File: src/rtl/hazard_stall_ctrl.sv
`default_nettype none
// ============================================================================
// hazard_stall_ctrl : load-use / branch-flush / memory-wait stall sequencer
// Rev 1.0
// ============================================================================
module hazard_stall_ctrl #(
  parameter int LU_CYCLES    = 1,
  parameter int FLUSH_CYCLES = 1,
  parameter int CNT_W        = 16
) (
  input  logic             clk,
  input  logic             rst,
  input  logic             ifid_valid,
  input  logic [4:0]       ifid_rs_addr,
  input  logic [4:0]       ifid_rt_addr,
  input  logic             idex_mem_r,
  input  logic [4:0]       idex_rt_addr,
  input  logic             branch_taken,
  input  logic             dmem_req,
  input  logic             dmem_ready,
  output logic             pc_w_en,
  output logic             ifid_w_en,
  output logic             idex_w_en,
  output logic             exmem_w_en,
  output logic             ifid_flush,
  output logic             idex_bubble,
  output logic [CNT_W-1:0] stall_cnt,
  output logic [1:0]       state_o
);

  typedef enum logic [1:0] {
    RUN      = 2'd0,
    LU_STALL = 2'd1,
    FLUSH    = 2'd2,
    MEM_WAIT = 2'd3
  } state_t;

  localparam logic [2:0] c_lu_rem  = 3'(LU_CYCLES - 1);
  localparam logic [2:0] c_fl_rem  = 3'(FLUSH_CYCLES - 1);
  localparam state_t     c_lu_next = (LU_CYCLES > 1) ? LU_STALL : RUN;
  localparam state_t     c_fl_next = (FLUSH_CYCLES > 1) ? FLUSH : RUN;

  state_t           state_q, state_d;
  state_t           ret_state_q, ret_state_d;
  logic [2:0]       rem_q, rem_d;
  logic [2:0]       ret_rem_q, ret_rem_d;
  logic [CNT_W-1:0] stall_cnt_q;

  logic   w_lu;
  logic   w_mw;
  logic   w_freeze;
  state_t w_eval_state;
  logic [2:0] w_eval_rem;

  assign w_lu = idex_mem_r && (idex_rt_addr != 5'd0) && ifid_valid &&
                ((idex_rt_addr == ifid_rs_addr) || (idex_rt_addr == ifid_rt_addr));
  assign w_mw = dmem_req && !dmem_ready;

  // A release from MEM_WAIT replays the interrupted state with its saved count.
  assign w_eval_state = (state_q == MEM_WAIT) ? ret_state_q : state_q;
  assign w_eval_rem   = (state_q == MEM_WAIT) ? ret_rem_q   : rem_q;
  assign w_freeze     = (state_q == MEM_WAIT) ? !dmem_ready : w_mw;

  always_comb begin
    pc_w_en     = 1'b1;
    ifid_w_en   = 1'b1;
    idex_w_en   = 1'b1;
    exmem_w_en  = 1'b1;
    ifid_flush  = 1'b0;
    idex_bubble = 1'b0;
    state_d     = state_q;
    rem_d       = rem_q;
    ret_state_d = ret_state_q;
    ret_rem_d   = ret_rem_q;

    if (rst) begin
      pc_w_en     = 1'b0;
      ifid_w_en   = 1'b0;
      idex_w_en   = 1'b0;
      exmem_w_en  = 1'b0;
      ifid_flush  = 1'b1;
      idex_bubble = 1'b1;
    end else if (w_freeze) begin
      pc_w_en    = 1'b0;
      ifid_w_en  = 1'b0;
      idex_w_en  = 1'b0;
      exmem_w_en = 1'b0;
      if (state_q != MEM_WAIT) begin
        ret_state_d = state_q;
        ret_rem_d   = rem_q;
        state_d     = MEM_WAIT;
      end
    end else begin
      state_d = w_eval_state;
      rem_d   = w_eval_rem;
      case (w_eval_state)
        RUN: begin
          if (branch_taken) begin
            ifid_flush  = 1'b1;
            idex_bubble = 1'b1;
            state_d     = c_fl_next;
            rem_d       = c_fl_rem;
          end else if (w_lu) begin
            pc_w_en     = 1'b0;
            ifid_w_en   = 1'b0;
            idex_bubble = 1'b1;
            state_d     = c_lu_next;
            rem_d       = c_lu_rem;
          end
        end
        LU_STALL: begin
          if (branch_taken) begin
            ifid_flush  = 1'b1;
            idex_bubble = 1'b1;
            state_d     = c_fl_next;
            rem_d       = c_fl_rem;
          end else begin
            pc_w_en     = 1'b0;
            ifid_w_en   = 1'b0;
            idex_bubble = 1'b1;
            rem_d       = w_eval_rem - 3'd1;
            state_d     = (w_eval_rem == 3'd1) ? RUN : LU_STALL;
          end
        end
        FLUSH: begin
          ifid_flush  = 1'b1;
          idex_bubble = 1'b1;
          if (branch_taken) begin
            state_d = c_fl_next;
            rem_d   = c_fl_rem;
          end else begin
            rem_d   = w_eval_rem - 3'd1;
            state_d = (w_eval_rem == 3'd1) ? RUN : FLUSH;
          end
        end
        default: begin
          state_d = RUN;
          rem_d   = 3'd0;
        end
      endcase
    end
  end

  always_ff @(posedge clk or posedge rst) begin
    if (rst) begin
      state_q     <= RUN;
      rem_q       <= 3'd0;
      ret_state_q <= RUN;
      ret_rem_q   <= 3'd0;
      stall_cnt_q <= '0;
    end else begin
      state_q     <= state_d;
      rem_q       <= rem_d;
      ret_state_q <= ret_state_d;
      ret_rem_q   <= ret_rem_d;
      if (!pc_w_en && (stall_cnt_q != {CNT_W{1'b1}})) begin
        stall_cnt_q <= stall_cnt_q + {{(CNT_W-1){1'b0}}, 1'b1};
      end
    end
  end

  assign stall_cnt = stall_cnt_q;
  assign state_o   = state_q;

endmodule
`default_nettype wire

File: config.mk
export PLATFORM = sky130hd
export DESIGN_NAME = hazard_stall_ctrl
export DESIGN_NICKNAME = d
export VERILOG_FILES = /design/src/rtl/hazard_stall_ctrl.sv
export SDC_FILE = /design/constraint.sdc
export NUM_CORES = 1
export LEC_CHECK = 0
export CAP_MARGIN = 20
export CORE_ASPECT_RATIO = 0.7
export CORE_MARGIN = 3
export CORE_UTILIZATION = 51
export DETAILED_ROUTE_END_ITERATION = 16
export GPL_ROUTABILITY_DRIVEN = 0
export PLACE_DENSITY = 0.84
export SYNTH_ARGS = -nofsm -noshare
export SYNTH_HDL_FRONTEND = slang
export SYNTH_SLANG_ARGS = --single-unit
export TNS_END_PERCENT = 1
File: constraint.sdc
create_clock -name clk -period 6.67 [get_ports clk]
set_input_delay 0.667 -clock clk [delete_from_list [all_inputs] [get_ports clk]]
set_output_delay 0.667 -clock clk [all_outputs]
set_load 0.02 [all_outputs]
==> results of run 1 <==
==> cell type report <==
type,instances,area (um2)
tap,36,45.0
multi-input combinational,126,910
timing repair buffer,46,478
sequential,26,651
fill,189,723
clock inverter,1,30.0
clock buffer,3,41.3
inverter,12,45.0
==> per-layer routing <==
layer  part of all wire [%]  track usage (%)
met1                     42             27.2
met2                     50             37.5
met3                    7.5             6.07
met4                   0.91             3.92
met5                      0                0
==> synthesized netlist by cell type, types with 3 or more instances <==
library cell / n
dfrtp_1: 26
nand2_1: 13
nor2_1: 13
xor2_1: 13
inv_1: 12
xnor2_1: 12
nand3_1: 11
o21ai_0: 8
ha_1: 7
nor3_1: 6
nand4_1: 5
a21oi_1: 4
mux2i_1: 4
and3_1: 3
mux2_2: 3
==> cells by family (layout without fill, tap and decap cells) <==
| family | count (synthesis) | count (layout) |
|---|---|---|
| compound gates | 28 | 28 |
| xor+xnor | 25 | 25 |
| fa+ha+maj | 7 | 7 |
| buf+inv | 16 | 62 |
| flops | 26 | 26 |
| mux | 8 | 8 |
| simple gates | 58 | 58 |
==> registers in the layout, indices dropped and copies added (netlist names) <==
name	cells
rem_q	3
ret_rem_q	3
ret_state_q	2
stall_cnt	16
state_o	2
==> path summary, 6_finish.rpt <==
check,end,slack [ps],cells past startpoint
max in group asynchronous,stall_cnt[10]$_DFFE_PP0P_,5510,3
max reg2reg,stall_cnt[13]$_DFFE_PP0P_,3790,10
max,idex_bubble,2960,8
min,ret_state_q[1]$_DFFE_PP0P_,490,2
min in group asynchronous,state_o[0]$_DFFE_PP0P_,760,2
min reg2reg,ret_state_q[1]$_DFFE_PP0P_,490,2
==> power by group <==
part	leakage [nW]	switching (mW)	internal, mW
sequential	0.297	0.0873	0.227
clock	0.0357	0.0494	0.0803
combinational	0.592	0.296	0.242
total	0.925	0.432	0.549
==> stage by stage <==
stage,setup WS [ps],cells,hold WS (ps)
final,2960,250,485
after global routing,2750,250,513
after CTS,2430,249,485
after detailed placement,2430,245,464
after global placement,2610,245,463
after floorplan,3430,168,441
==> tightest hold or removal path: stages (launching register included) <==
cell	delay [ps]
dfrtp_1	350
nand2_1	50
o21ai_0	60
==> results.md, run 1 <==
* Fin nets at 244
* Most frequent cells in the layout: 45 x clkdlybuf4s50_1, 26 x dfrtp_1, 13 x nand2_1, 13 x nor2_1, 13 x xor2_1
* Worst Setup Start Kind: primary input
* Leak at 0.925 nW
* DRT iter0 DRCs at 67
* P per Cell Area at 446 nW/um2
* Post-synth EDFFs at 0
* Req. time, crit path at 6000 ps
* Core footprint at 2920 um2
* Worst setup path startpoint: idex_rt_addr[4]
* Overall power at 0.982 mW
* Syn_nets at 197
* Vias at 1,441
* CTS sink cnt at 26
* Final Hold Viols at 0
* Mapped Avg Cell Area at 9.73 um2
* Fin. max-slew vios at 0
* Max-cap violation count at 0
* CP max FO at 4
* DR DRC count at 0
* Fraction of registers with async set or reset after synthesis at 100%
* Starting Density at 56.0%
* Layout Skew at 1.30 ps
* Worst-skew pair later-pin latency at 270 ps
* Grt ovf at 0
* Die footprint at 3930 um2
* Total routed wirelength at 4300 um
* Cts hold-fix bufs at 0
* TritonCTS clock tree: yes
* Unrepaired setup endpoints after global routing: false
* CP max stage delay at 640 ps
* Cell Area, Placed at 2100 um2
* Critical path arrival at 3050 ps
* Max Root-Sink Buffers at 2
* RR Startpoint: state_o[1]$_DFFE_PP0P_
* Warning count from the yosys run at 0
* Worst hold path class: reg -> reg
* Vias in the first global route at 1,384
* Wire per inst at 17.2 um
* CP Cell Sequence: clkdlybuf4s50_1 > xnor2_1 > nand3_1 > o22ai_1 > a21oi_2 > o21a_1 > o31ai_1 > clkdlybuf4s50_1
* Post-synthesis sequential area ratio at 39.8%
* Buf/Inv on CP at 2
* First-pass DRT Iterations at 5
* Area leader, netlist: dfrtp_1
* CTS H-Tree Depth at 1
* Post-CTS setup repair buffer count at 0
* WS Path Type: in -> out
* Die Ht at 53.4 um
* Largest family of logic cells by synthesized area: simple AND/OR/NAND/NOR gates
* GRT Total Usage at 21.6%
* Minimum clock period at 3710 ps
* Post-CTS sizing at 0
* Largest net degree at the start of global routing at 30
* Crit path max-delay family: buffers and inverters
* First-pass GRT wire length at 6460 um
* Setup TNS at 0 ps
* Finished Cell Area at 2200 um2
* Post-synth cell types at 38
* Post-DP HPWL at 3220 um
* Gate Count Post-Synth at 168
* Root Driver: clkbuf_8
* Commonest non-fill, non-tap cell in the layout: clkdlybuf4s50_1
* XOR/XNOR Fraction of Synth Area at 13.4%
* Final setup viols at 0
* Initial antenna violation count at 0
* Routed vias/inst at 5.76
* Synth Area in Adders at 5.36%
* Crit path top cell by count: clkdlybuf4s50_1
* Worst-path clk slew at 90 ps
* Crit. End Element: primary output
* Simple-Gate Fraction of Synth Area at 17.8%
* Slew headroom at 57.2%
* Worst VDD drop at 0.244 mV
* Crit path max-delay cell type: clkdlybuf4s50_1
* Area share of the leading cell type in the synthesized netlist at 39.8%
* Synth Register Bits at 26
* Ant diodes at 0
* Die width at 73.7 um
* Share of layout cells above drive strength 1 at 7.94%
* CTS Buf Count at 3
* Top cells by area, synth: dfrtp_1 40%, xor2_1 7.0%, xnor2_1 6.4%
* Compound-Gate Fraction of Synth Area at 13.9%
* P&R area growth vs syn at 34.5%
* Max Fclk at 269 MHz
* I/O Buffers at 45
* Final period utilization at 55.7%
* Actual slew at the worst max-slew pin at 636 ps
* Std-Cell Rows at 16
* Primary FF master, synth: dfrtp_1
* Post-route ant nets at 0
* Final core utilization at 75.3%
* # IOs at 46
* Post-Syn Area at 1640 um2
* Mux share of post-synthesis cell area at 5.20%
* Status: completed
* Min-delay src: ret_state_q[1]$_DFFE_PP0P_
(Power assumes the default switching activity.)
==> inputs of run 2 (changes only) <==
- CORE_UTILIZATION: 51 -> 43
- PLACE_DENSITY: 0.84 -> 0.76
- clock period: 6.67 -> 3.3 ns (I/O delays scaled with it)
==> results.md, run 2 (same netlist as run 1, synthesis figures left out) <==
* GR Util met3 at 5.05%
* Sequential Area at 651 um2
* Actual slew at the worst max-slew pin at 553 ps
* Worst-skew pair later-pin latency at 270 ps
* Vias in the first global route at 1,259
* Share of layout cells above drive strength 1 at 9.22%
* Fin. max-slew vios at 0
* DRT iter0 DRCs at 56
* Worst hold path class: reg -> reg
* GRT Total Usage at 16.3%
* Post-CTS setup repair buffer count at 0
* RR Startpoint: state_o[0]$_DFFE_PP0P_
* Leak at 0.925 nW
* P&R area growth vs syn at 34.7%
* Hold_ws at 483 ps
* Post-route ant nets at 0
* P per Cell Area at 860 nW/um2
* Worst VDD drop at 0.396 mV
* Routed vias/inst at 5.20
* Initial antenna violation count at 0
* CP max stage delay at 670 ps
* Hold Path Depth at 2
* Cts hold-fix bufs at 0
* I/O Buffers at 45
* Worst Reg-to-Reg Cells at 10
* Worst Setup Start Kind: flop
* Std-Cell Rows at 18
* Buf/Inv on CP at 3
* Die Ht at 57.6 um
* CP max FO at 6
* TritonCTS clock tree: yes
* CTS sink cnt at 26
* Filler cells at 303
* Unrepaired setup endpoints after global routing: false
* Crit path top cell by count: inv_1
* Critical path arrival at 2790 ps
* Number of cells on the critical path at 9
* Most frequent cells in the layout: 45 x clkdlybuf4s50_1, 26 x dfrtp_1, 13 x nand2_1, 13 x nor2_1, 13 x xor2_1
* Ant diodes at 0
* Grt ovf at 0
* Commonest non-fill, non-tap cell in the layout: clkdlybuf4s50_1
* Layout Skew at 10.4 ps
* Final period utilization at 94.7%
* Final core utilization at 61.5%
* Max Fclk at 320 MHz
* CP Cell Sequence: nand2b_1 > and2_1 > inv_1 > ha_1 > o21ai_0 > a21bo_2 > inv_1 > a31oi_1 > clkdlybuf4s50_1
* Worst-path clk slew at 80 ps
* Crit path max-delay cell type: clkdlybuf4s50_1
* Max Root-Sink Buffers at 2
* Starting Density at 45.7%
* Most used routing layer: met1
* Root Driver: clkbuf_8
* CTS H-Tree Depth at 1
* Met1 Track Usage GR at 24.4%
* # IOs at 46
* Area of the multi-input gates at 910 um2
* Die footprint at 4590 um2
* DR DRC count at 0
* Vias at 1,389
* Core footprint at 3580 um2
* Crit. End Element: primary output
* Largest net degree at the start of global routing at 29
* Slew headroom at 62.8%
* CTS Buf Count at 3
* FF-to-FF setup slack at 710 ps
* First-pass DRT Iterations at 4
* Max-cap violation count at 0
* Final Hold Viols at 0
* WS Path Type: reg -> out
* Min-delay src: ret_state_q[0]$_DFFE_PP0P_
* Die width at 79.7 um
* Crit path max-delay family: buffers and inverters
* First-pass GRT wire length at 5910 um
* Total routed wirelength at 3680 um
* Setup TNS at 0 ps
* Fin nets at 247
* Minimum clock period at 3120 ps
* Worst R2R End: stall_cnt[9]$_DFFE_PP0P_
* Final setup viols at 0
* Req. time, crit path at 2970 ps
* Max reg flops at 16
* Overall power at 1.89 mW
* Status: completed
* Met2 Resource Use GR at 23.2%
* Worst hold endpoint: ret_state_q[0]$_DFFE_PP0P_
* Post-CTS sizing at 0
* Wire per inst at 13.8 um
* Post-DP HPWL at 2880 um
[run 2: worst min-delay path, cell delays in order, from the launching register on]
cell,delay (ps)
dfrtp_1,340
nand2_1,50
o21ai_0,60
[run 2: worst max path at each step]
stage                     slack, ps              startpoint      end
after floorplan                 690  state_o[1]$_DFFE_PP0P_  pc_w_en
after global placement          430         idex_rt_addr[0]  pc_w_en
after detailed placement        380         idex_rt_addr[0]  pc_w_en
after CTS                       180  state_o[0]$_DFFE_PP0P_  pc_w_en
after global routing             40  state_o[0]$_DFFE_PP0P_  pc_w_en
final                           180  state_o[0]$_DFFE_PP0P_  pc_w_en
[run 2: area by class of cell]
class	count	share of cell area, %
Tap cell	50	2.84
Clock buffer	4	2.50
Inverter	12	2.04
Timing Repair Buffer	49	21.8
Sequential cell	26	29.5
Multi-Input combinational cell	126	41.3
[run 2: power breakdown]
part	internal, mW	switching, mW	leakage (nW)
Sequential	0.459	0.154	0.297
Clock	0.107	0.0942	0.0288
Combinational	0.503	0.578	0.599
Total	1.07	0.826	0.925
[run 2: layer usage]
metal | vias up | share of wire [%]
met1 | 652 | 50
li1 | 686 | -
met2 | 47 | 41
met4 | 0 | 0.76
met5 | - | 0
met3 | 4 | 8.1
[run 2: through the flow]
step / instance area (um2) / setup WS (ps) / cells
finish: 2200 / 176 / 267
global placement: 2150 / 435 / 263
global route: 2200 / 43.6 / 267
floorplan: 1640 / 685 / 168
detailed placement: 2150 / 377 / 263
CTS: 2200 / 182 / 267
==> edit 1 (flow settings as in run 1) <==
Put one more register stage on the output `stall_cnt`, without a reset. The value now appears one clock later. The other outputs are not delayed to match.
--- a/src/rtl/hazard_stall_ctrl.sv
+++ b/src/rtl/hazard_stall_ctrl.sv
@@ -159,7 +159,9 @@
     end
   end
 
-  assign stall_cnt = stall_cnt_q;
+  always_ff @(posedge clk) begin
+    stall_cnt <= stall_cnt_q;
+  end
   assign state_o   = state_q;
 
 endmodule
Behaviour: not the same (Yosys sat finds a counterexample within 4 cycles, from zero or initial values and one cycle with rst high).
==> edit 1 against run 1 <==
Sequential cell count up 16. Power increased by 3.7%. Combinational power fell by 17%. Largest power group unchanged. Setup slack worse by 190 ps. Sequential power up 29%. Routed wire length decreased by 5.0%. Via count fell by 2.2%. Fmax decreased by 5.0%. Count of clock-buffer cells in the layout rose by 4. Synthesized cell count up 1.2%. Design area is 16% higher. Synthesized area rose by 20%.
==> edit 1: results (changes against run 1) <==
synthesized instance count=170 (was 168); Syn Nets=199 (was 197); drt first-iter violations=163 (was 67); share of cells above drive strength 1=12.7% (was 7.94%); worst skew pair latency=300 ps (was 270 ps); skew final=3.79 ps (was 1.30 ps); Register-to-Register Path Depth=8 (was 10); status=completed (unchanged); met3 global-route usage=4.66% (was 6.07%); vias in the first global route=1345 (was 1384); CTS clock-pin slew for the worst setup and hold paths=70 ps (was 90 ps); Placed Area=2440 um2 (was 2100 um2); Async SR Flop Fraction=61.9% (was 100%); worst path arrival time=3240 ps (was 3050 ps); WL met2=1.98 mm (was 2.14 mm); drt via density=5.22 (was 5.76); Clock Power Share=16.3% (was 13.2%); Final nets=248 (was 244); worst vdd ir=0.235 mV (was 0.244 mV); hold path start=stall_cnt_q[8]$_DFFE_PP0P_ (was ret_state_q[1]$_DFFE_PP0P_); Hold Path Cell Cnt=0 (was 2); first drt pass iteration count=4 (was 5); GRT Util Overall=18.9% (was 21.6%); H-tree lvl count=2 (was 1); period utilization=58.6% (was 55.7%); global-route wire length before repair=6.59 mm (was 6.46 mm)
edit 1: changes by cell type after synthesis, moves of 4 or more:
| cell | delta |
|---|---|
| nand4_1 | -5 |
| dfxtp_1 | +16 |
| xnor2_1 | -10 |
| xor2_1 | +10 |
| nor2_1 | -5 |
| inv_1 | -4 |
edit 1: worst max-delay path, stage by stage:
cell and delay [ps]:
clkdlybuf4s50_1 460, or4_1 580, o211ai_2 230, o21ai_4 100, a31oi_4 480, clkdlybuf4s50_1 720
edit 1: cell type report:
cell class | instances | share of cell area (%)
clock inverters | 1 | 0.195
flip-flops and latches | 42 | 37.9
inverters | 8 | 1.17
repair buffers | 46 | 18.7
well taps | 50 | 2.44
clock buffers | 7 | 3.37
multi-input cells | 116 | 36.2
edit 1: logic make-up after synthesis:
group / after synthesis
buffers and inverters: 12
AOI/OAI and AO/OA: 24
xor gates and xnor gates: 25
and+or+nand+nor: 51
adders and majority gates: 7
DFF: 42
muxes: 9
==> edit 2 (flow settings as in run 1) <==
Made on the original files. The parameter `CNT_W` goes from 16 to 24.
--- a/src/rtl/hazard_stall_ctrl.sv
+++ b/src/rtl/hazard_stall_ctrl.sv
@@ -6,7 +6,7 @@
 module hazard_stall_ctrl #(
   parameter int LU_CYCLES    = 1,
   parameter int FLUSH_CYCLES = 1,
-  parameter int CNT_W        = 16
+  parameter int CNT_W        = 24
 ) (
   input  logic             clk,
   input  logic             rst,
Ports: changed (resized stall_cnt); port bits go from 46 to 54. The function was not compared with the original's and may differ.
==> edit 2 against run 1 <==
Count of clock-buffer cells in the layout up 4. Sequential cell count up 8. Design area up 21%. Cell count up 23%. Global-route usage about the same. Power up 21%. Routed wire length up 8.9%. Synthesized cell count up 21%. Combinational power up 20%. Worst hold slack better by 7.9 ps. Setup slack worse by 510 ps. First-iteration DRC count up 140%. Synthesized area up 25%. Highest routed layer unchanged.
==> edit 2: results (changes against run 1) <==
status=completed (unchanged); share of cells above drive strength 1=9.30% (was 7.94%); Met1 Routed Length=2.42 mm (was 1.80 mm); worst path arrival time=3560 ps (was 3050 ps); Syn Nets=233 (was 197); Cell Pwr Density=446 nW/um2 (about the same); Seq area share=32.0% (was 29.6%); GR Util met2=28.1% (was 37.5%); max incr delay on CP=760 ps (was 640 ps); Post-synth top cells=34 x dfrtp_1, 31 x xor2_1, 15 x nor3_1 (was 26 x dfrtp_1, 13 x nand2_1, 13 x nor2_1, 13 x xor2_1); Final nets=287 (was 244); Pleak=1.14 nW (was 0.925 nW); comb_multi_in=152 (was 126); Non-clk invs=11 (was 12); dpl hpwl=3.48 mm (was 3.22 mm); Placed Area=2580 um2 (was 2100 um2); first drt pass iteration count=4 (was 5); register-to-register setup slack=3710 ps (was 3790 ps); drt first-iter violations=163 (was 67); largest net degree at the start of global routing=40 (was 30); number of port buffers=53 (was 45); Met3 Wirelength=235 um (was 323 um); GRT Util Overall=21.7% (was 21.6%); Layout non-clock buf frac=20.2% (was 21.7%); clock-cell share of area=2.87% (was 3.24%); Critical Path Sink=pc_w_en (was idex_bubble); reg2reg end=stall_cnt[1]$_DFFE_PP0P_ (was stall_cnt[13]$_DFFE_PP0P_); multi-input gate share of total cell area=41.0% (was 41.4%); Post-Synth Adder-Cell Area=4.28% (was 5.36%); bufs w/o clock=54 (was 46); cts bufs inserted=5 (was 3); pre-CTS setup slack=2450 ps (was 2430 ps); WL met2=2.01 mm (was 2.14 mm); drt total wl=4.69 mm (was 4.30 mm); vias in the first global route=1624 (was 1384); met3 global-route usage=5.02% (was 6.07%); met1 Resource Use GR=35.5% (was 27.2%); post-synthesis mux area share=5.25% (was 5.20%); H-tree lvl count=2 (was 1); Sw Ratio=43.5% (was 44.0%); drt via density=5.51 (was 5.76); count of cell types in the netlist=40 (was 38); CTS clock-pin slew for the worst setup and hold paths=70 ps (was 90 ps)
## edit 2: cell types whose count changed after synthesis, moves of 3 or more
cell / delta
dfrtp_1: +8
o211a_1: +3
xor2_1: +18
mux2_2: +3
nor3_1: +9
nor2_1: -3
xnor2_1: -12
## edit 2: worst min path at each step
stage                            endpoint  slack, ps                  startpoint  depth (start not counted)
6_report       ret_state_q[1]$_DFFE_PP0P_        490  ret_state_q[1]$_DFFE_PP0P_                          2
4_1_cts         stall_cnt[13]$_DFFE_PP0P_        500   stall_cnt[13]$_DFFE_PP0P_                          1
3_3_place_gp   ret_state_q[1]$_DFFE_PP0P_        470  ret_state_q[1]$_DFFE_PP0P_                          2
2_1_floorplan  ret_state_q[1]$_DFFE_PP0P_        450  ret_state_q[1]$_DFFE_PP0P_                          2
3_5_place_dp   ret_state_q[1]$_DFFE_PP0P_        480  ret_state_q[1]$_DFFE_PP0P_                          2
5_1_grt        ret_state_q[0]$_DFFE_PP0P_        520  ret_state_q[0]$_DFFE_PP0P_                          1
